## src/rtl/kmeans_pkg.sv

```systemverilog
// kmeans_pkg: constants, typedefs and helpers shared by the k-means datapath,
// the control FSM and the distance stage.
package kmeans_pkg;

    localparam int K  = 4;        // number of clusters (power of two)
    localparam int DW = 8;        // coordinate width per dimension
    localparam int N  = 128;      // points per iteration
    localparam int CW = 8;        // count width, holds N
    localparam int SW = DW + CW;  // sum width, cannot overflow for 2^CW-1 samples
    localparam int KW = $clog2(K);

    typedef logic [KW-1:0] cid_t;
    typedef logic [DW-1:0] coord_t;
    typedef logic [SW-1:0] sum_t;
    typedef logic [CW-1:0] cnt_t;

    // Largest per-axis movement that still counts as converged.
    localparam coord_t TH      = coord_t'(0);
    localparam cnt_t   CNT_MAX = '1;

    function automatic coord_t abs_diff(input coord_t a, input coord_t b);
        return (a > b) ? (a - b) : (b - a);
    endfunction

endpackage

```

## src/rtl/kmeans_div.sv

```systemverilog
// kmeans_div: combinational unsigned sum/count divider producing one centroid
// coordinate. A zero count yields 0; the caller keeps the old centroid then.
// Build option: KMEANS_ROUND_EN selects round-half-up instead of floor.
module kmeans_div
    import kmeans_pkg::*;
(
    input  logic [SW-1:0] num,
    input  logic [CW-1:0] den,
    output logic [DW-1:0] quo
);

    logic [SW:0] dividend;
    logic [SW:0] q_full;

    // Divide with optional half-count bias, then clamp into coordinate range.
    always_comb begin
        dividend = {1'b0, num};
`ifdef KMEANS_ROUND_EN
        dividend = dividend + (SW+1)'(den >> 1);
`endif
        if (den == '0) begin
            q_full = '0;
        end else begin
            q_full = dividend / (SW+1)'(den);
        end
        // With floor division the mean never exceeds the max coordinate, so
        // the clamp only matters for the rounded variant.
        if (q_full > (SW+1)'({DW{1'b1}})) begin
            quo = '1;
        end else begin
            quo = q_full[DW-1:0];
        end
    end

endmodule

```

## src/rtl/kmeans_centroid_update.sv

```systemverilog
// kmeans_centroid_update: per-cluster sum/count accumulation, mean update,
// convergence flag and centroid registers for the k-means engine.
// Build option: KMEANS_ROUND_EN (round-half-up means, see kmeans_div).
module kmeans_centroid_update
    import kmeans_pkg::*;
(
    input  logic            clk,
    input  logic            rst,
    input  logic            init_we,
    input  logic [KW-1:0]   init_idx,
    input  logic [DW-1:0]   init_x,
    input  logic [DW-1:0]   init_y,
    input  logic            valid,
    input  logic [DW-1:0]   px,
    input  logic [DW-1:0]   py,
    input  logic [KW-1:0]   cluster_id,
    input  logic            compute_mean,
    input  logic            clear_acc,
    output logic [K*DW-1:0] cx_flat,
    output logic [K*DW-1:0] cy_flat,
    output logic            converged,
    output logic [7:0]      iter_count,
    output logic            acc_ovf
);

    sum_t   sum_x [K];
    sum_t   sum_y [K];
    cnt_t   cnt   [K];
    coord_t cx    [K];
    coord_t cy    [K];

    coord_t qx    [K];
    coord_t qy    [K];
    coord_t nx    [K];
    coord_t ny    [K];
    logic   all_close;

    for (genvar g = 0; g < K; g++) begin : g_clu
        kmeans_div u_div_x (.num(sum_x[g]), .den(cnt[g]), .quo(qx[g]));
        kmeans_div u_div_y (.num(sum_y[g]), .den(cnt[g]), .quo(qy[g]));
        assign cx_flat[g*DW +: DW] = cx[g];
        assign cy_flat[g*DW +: DW] = cy[g];
    end

    // Candidate centroids (empty clusters keep theirs) and movement check.
    always_comb begin
        all_close = 1'b1;
        for (int i = 0; i < K; i++) begin
            nx[i] = (cnt[i] == '0) ? cx[i] : qx[i];
            ny[i] = (cnt[i] == '0) ? cy[i] : qy[i];
            if ((abs_diff(nx[i], cx[i]) > TH) || (abs_diff(ny[i], cy[i]) > TH)) begin
                all_close = 1'b0;
            end
        end
    end

    // Prioritised state update: rst > init_we > compute_mean > clear_acc > valid.
    always_ff @(posedge clk) begin
        if (rst) begin
            for (int i = 0; i < K; i++) begin
                sum_x[i] <= '0;
                sum_y[i] <= '0;
                cnt[i]   <= '0;
                cx[i]    <= '0;
                cy[i]    <= '0;
            end
            converged  <= 1'b0;
            iter_count <= '0;
            acc_ovf    <= 1'b0;
        end else if (init_we) begin
            cx[init_idx] <= init_x;
            cy[init_idx] <= init_y;
            for (int i = 0; i < K; i++) begin
                sum_x[i] <= '0;
                sum_y[i] <= '0;
                cnt[i]   <= '0;
            end
            converged  <= 1'b0;
            iter_count <= '0;
            acc_ovf    <= 1'b0;
        end else if (compute_mean) begin
            // Accumulators are cleared here so the next iteration starts clean.
            for (int i = 0; i < K; i++) begin
                cx[i]    <= nx[i];
                cy[i]    <= ny[i];
                sum_x[i] <= '0;
                sum_y[i] <= '0;
                cnt[i]   <= '0;
            end
            converged <= all_close;
            if (iter_count != 8'hFF) begin
                iter_count <= iter_count + 8'd1;
            end
        end else if (clear_acc) begin
            for (int i = 0; i < K; i++) begin
                sum_x[i] <= '0;
                sum_y[i] <= '0;
                cnt[i]   <= '0;
            end
        end else if (valid) begin
            if (cnt[cluster_id] == CNT_MAX) begin
                acc_ovf <= 1'b1;
            end else begin
                sum_x[cluster_id] <= sum_x[cluster_id] + sum_t'(px);
                sum_y[cluster_id] <= sum_y[cluster_id] + sum_t'(py);
                cnt[cluster_id]   <= cnt[cluster_id] + cnt_t'(1);
            end
        end
    end

endmodule

```

## config.mk

```make
export PLATFORM = sky130hd
export DESIGN_NAME = kmeans_centroid_update
export DESIGN_NICKNAME = d
export VERILOG_FILES = /design/src/rtl/kmeans_pkg.sv /design/src/rtl/kmeans_div.sv /design/src/rtl/kmeans_centroid_update.sv
export SDC_FILE = /design/constraint.sdc
export NUM_CORES = 2
export LEC_CHECK = 0
export CELL_PAD_IN_SITES_DETAIL_PLACEMENT = 0
export CELL_PAD_IN_SITES_GLOBAL_PLACEMENT = 1
export CORE_MARGIN = 2
export CORE_UTILIZATION = 45
export CTS_BUF_LIST = sky130_fd_sc_hd__clkbuf_8
export CTS_CLUSTER_SIZE = 8
export DETAILED_ROUTE_END_ITERATION = 10
export MAX_ROUTING_LAYER = met4
export PLACE_DENSITY_LB_ADDON = 0.1
export SYNTH_ARGS = -nofsm -noshare
export SYNTH_HDL_FRONTEND = slang
export SYNTH_HIERARCHICAL = 1
export SYNTH_SLANG_ARGS = --single-unit
```

## constraint.sdc

```tcl
create_clock -name clk -period 34.5 [get_ports clk]
set_input_delay 5.175 -clock clk [delete_from_list [all_inputs] [get_ports clk]]
set_output_delay 5.175 -clock clk [all_outputs]
set_load 0.01 [all_outputs]
```

==> results.md <==
* Tot GR Track Use at between 30% and 40%
* Worst slew pin tran at 1230 ps
* Initial DRC Count at 4872
* Yosys top cell area share at approximately a fifth
* Leading area contributor after synthesis: ha_1
* CTS H-Tree Depth at 2
* Top Ports at around 120
* Hold Path Class: reg2reg
* IO Port Bufs at 115
* Syn nets at 9679
* Final HPWL DP at between 150000 and 200000 microns
* Number of vias per cell at 6.26
* Area grow syn2layout at 14.8%
* Clock Skews at 88.7 ps
* Tmin final at 32750 ps
* Clock Latency Late Sink at 740 ps
* Part of the cycle the worst path needs at 94.9%
* Outcome: finished, final reports clean
* Starting Density at between 40% and 50%
* Top_reg_cell synth: edfxtp_1
* Startpoint Class: flip-flop
* HP Start: acc_ovf
* Endpoints failing setup at 0
* Post-layout net count at 10094
* Clock sinks at 234
* Critical path type: reg2reg
* Vias in the first global route at 64222
* Worst EP required at 35180 ps
* Hold Path Sink: acc_ovf
* CTS tree: built
* Async set-reset flop share out of synthesis at 0%
* Final antenna-violating net count at 0
* Post-synthesis cell type count at 163
* R2R Setup Slk at 1750 ps
* Post-DR wirelength/cell at 22.1 microns
* Final hold viol count at 0
* Core ar. at approximately 150000 sq um
* Synthesized area per cell at 7.66 sq um
* DRC Markers at 0
* Fmax at 30.5 MHz
* Site Rows at 140
* Clk buf depth at 3
* CTS clk-pin slew, worst paths at about 60 ps
* Most used cell, CP: o21a_1
* Setup TNS at 0 ps
* Max-slew violations at 0
* Most frequent cell after synthesis: ha_1
* Top cells by area, synth: ha_1, edfxtp_1, nor2_1
* Reg-to-reg startpoint: cnt[3][5]
* RR Endpoint: converged
* Seq cells post-synth at approximately 230
* GRT overflow at 0
* Die area at 150000 sq um
* RePlAce Congestion at 0.952
* Worst Path Buf+Inv at 8
* Reg2reg path depth at 166
* Chip width at just under 400 microns
* Post-Syn Area at 66100 sq um
* Slew headroom at 16.9%
* Largest fanout on the critical path at 10
* Crit path largest cell delay at 590 ps
* Fill cells at 14339
* Root buffer cell: clkbuf_8
* Hold Crit Depth at 1
* Crit path max-delay family: compound AO/OA/AOI/OAI gates
* Share of layout cells above drive strength 1 at 18.1%
* Height of the die at slightly below 400 microns
* Most instantiated cells after synthesis: ha_1, nor2_1, nand2_1, a21oi_1, nor3_1
* Max_cap viols at 0
* Vias at 68893
* Ys Warns at 6
* EDFF count, synth at 224
* Arrival time worst endpoint at 33430 ps
* Critical path capture point type: flip-flop
* Router iterations before antenna repair at 6
* Largest net degree at the start of global routing at 57
* Cts bufs inserted at a little under 50
* Initial antenna violation count at 11
* Cell count after synthesis at between 8000 and 9000
* Routed WL at 244000 microns
* First-pass GRT wire length at 368000 microns
* Critical path's slowest cell: or4_4
* Sequential area share after synthesis at 10.5%
[per-stage QoR]
stage	cells	instance area [sq um]	setup slack (ps)	util (%)	hold WS, ps
floorplan	8633	66100	715	-	462
global placement	10733	71000	-30.7	48.7	462
detailed placement	10733	71000	-346	48.7	463
CTS	10830	72100	0.0249	49.5	477
global route	11008	75900	-285	52.0	500
finish	11010	75900	1750	52.1	477
[placed cells by master, fill, tap and decap left out, drive strengths merged, types with 32 or more instances in the layout]
cell type and instances:
a211o 46, a211oi 118, a21boi 44, a21o 198, a21oi 627, a31oi 97, and2 71, and3 70
buf 516, clkbuf 54, clkdlybuf4s50 113, edfxtp 224, ha 1002, inv 412, mux2 173, mux2i 103
mux4 40, nand2 669, nand2b 104, nand3 183, nand4 101, nor2 957, nor2b 84, nor3 482
nor4 96, o211ai 107, o21a 397, o21ai 486, o21bai 49, o22ai 32, o31ai 190, or2 111
or3 107, or4 37, xnor2 216, xor2 151
[state kept, by name, indices dropped and copies added, names as in the netlist]
name / flops
cx: 32
converged: 1
sum_y: 64
sum_x: 64
acc_ovf: 1
cnt: 32
iter_count: 8
cy: 32
[area by class of cell]
cell class / count / area (sq um) / area share (%)
clock buffers: 54 / 743 / 0.980
repair buffers: 629 / 5050 / 6.65
flip-flops and latches: 234 / 6930 / 9.13
clock inverters: 33 / 215 / 0.284
multi-input cells: 7734 / 59000 / 77.8
well taps: 1917 / 2400 / 3.16
inverters: 400 / 1510 / 1.99
diodes: 9 / 22.5 / 0.0297
[repair_timing]
item	4_1_cts	5_1_grt
hold endpoints to repair	0	0
hold buffers	0	0
setup buffers	10	166
gates cloned	0	5
setup endpoints to repair	1	9
pin swaps	3	132
resized for setup	29	530
[layer usage]
layer / vias to the layer above / part of all wire (%) / GRT usage (%)
met5: - / 0 / -
met4: 0 / 2.9 / 7.83
met3: 294 / 4.9 / 2.99
met2: 1706 / 46 / 51.4
met1: 33155 / 46 / 41.4
li1: 33738 / - / -
[kinds of logic after synthesis]
group / synth area share [%]
AND/OR/NAND/NOR: 24.8
AO/OA/AOI/OAI: 30.6
adder cells (fa/ha/maj): 19.1
buffers and inverters: 4.15
XOR/XNOR: 4.87
multiplexers: 6.03
flip-flops: 10.5
other: 0.0454
[how the worst max path moves through the flow]
stage / endpoint / start / cells past startpoint / slack [ps]
after global placement: converged / cnt[2][1] / 153 / -30
after detailed placement: converged / cnt[2][7] / 147 / -350
after global routing: converged / cnt[0][7] / 155 / -290
after CTS: converged / cnt[2][7] / 148 / 0.02
final: converged / cnt[3][5] / 166 / 1750
after floorplan: converged / cnt[3][0] / 169 / 720
Power is not shown: default switching activity piles up to over one toggle a cycle in this logic, so the estimate is an artifact.
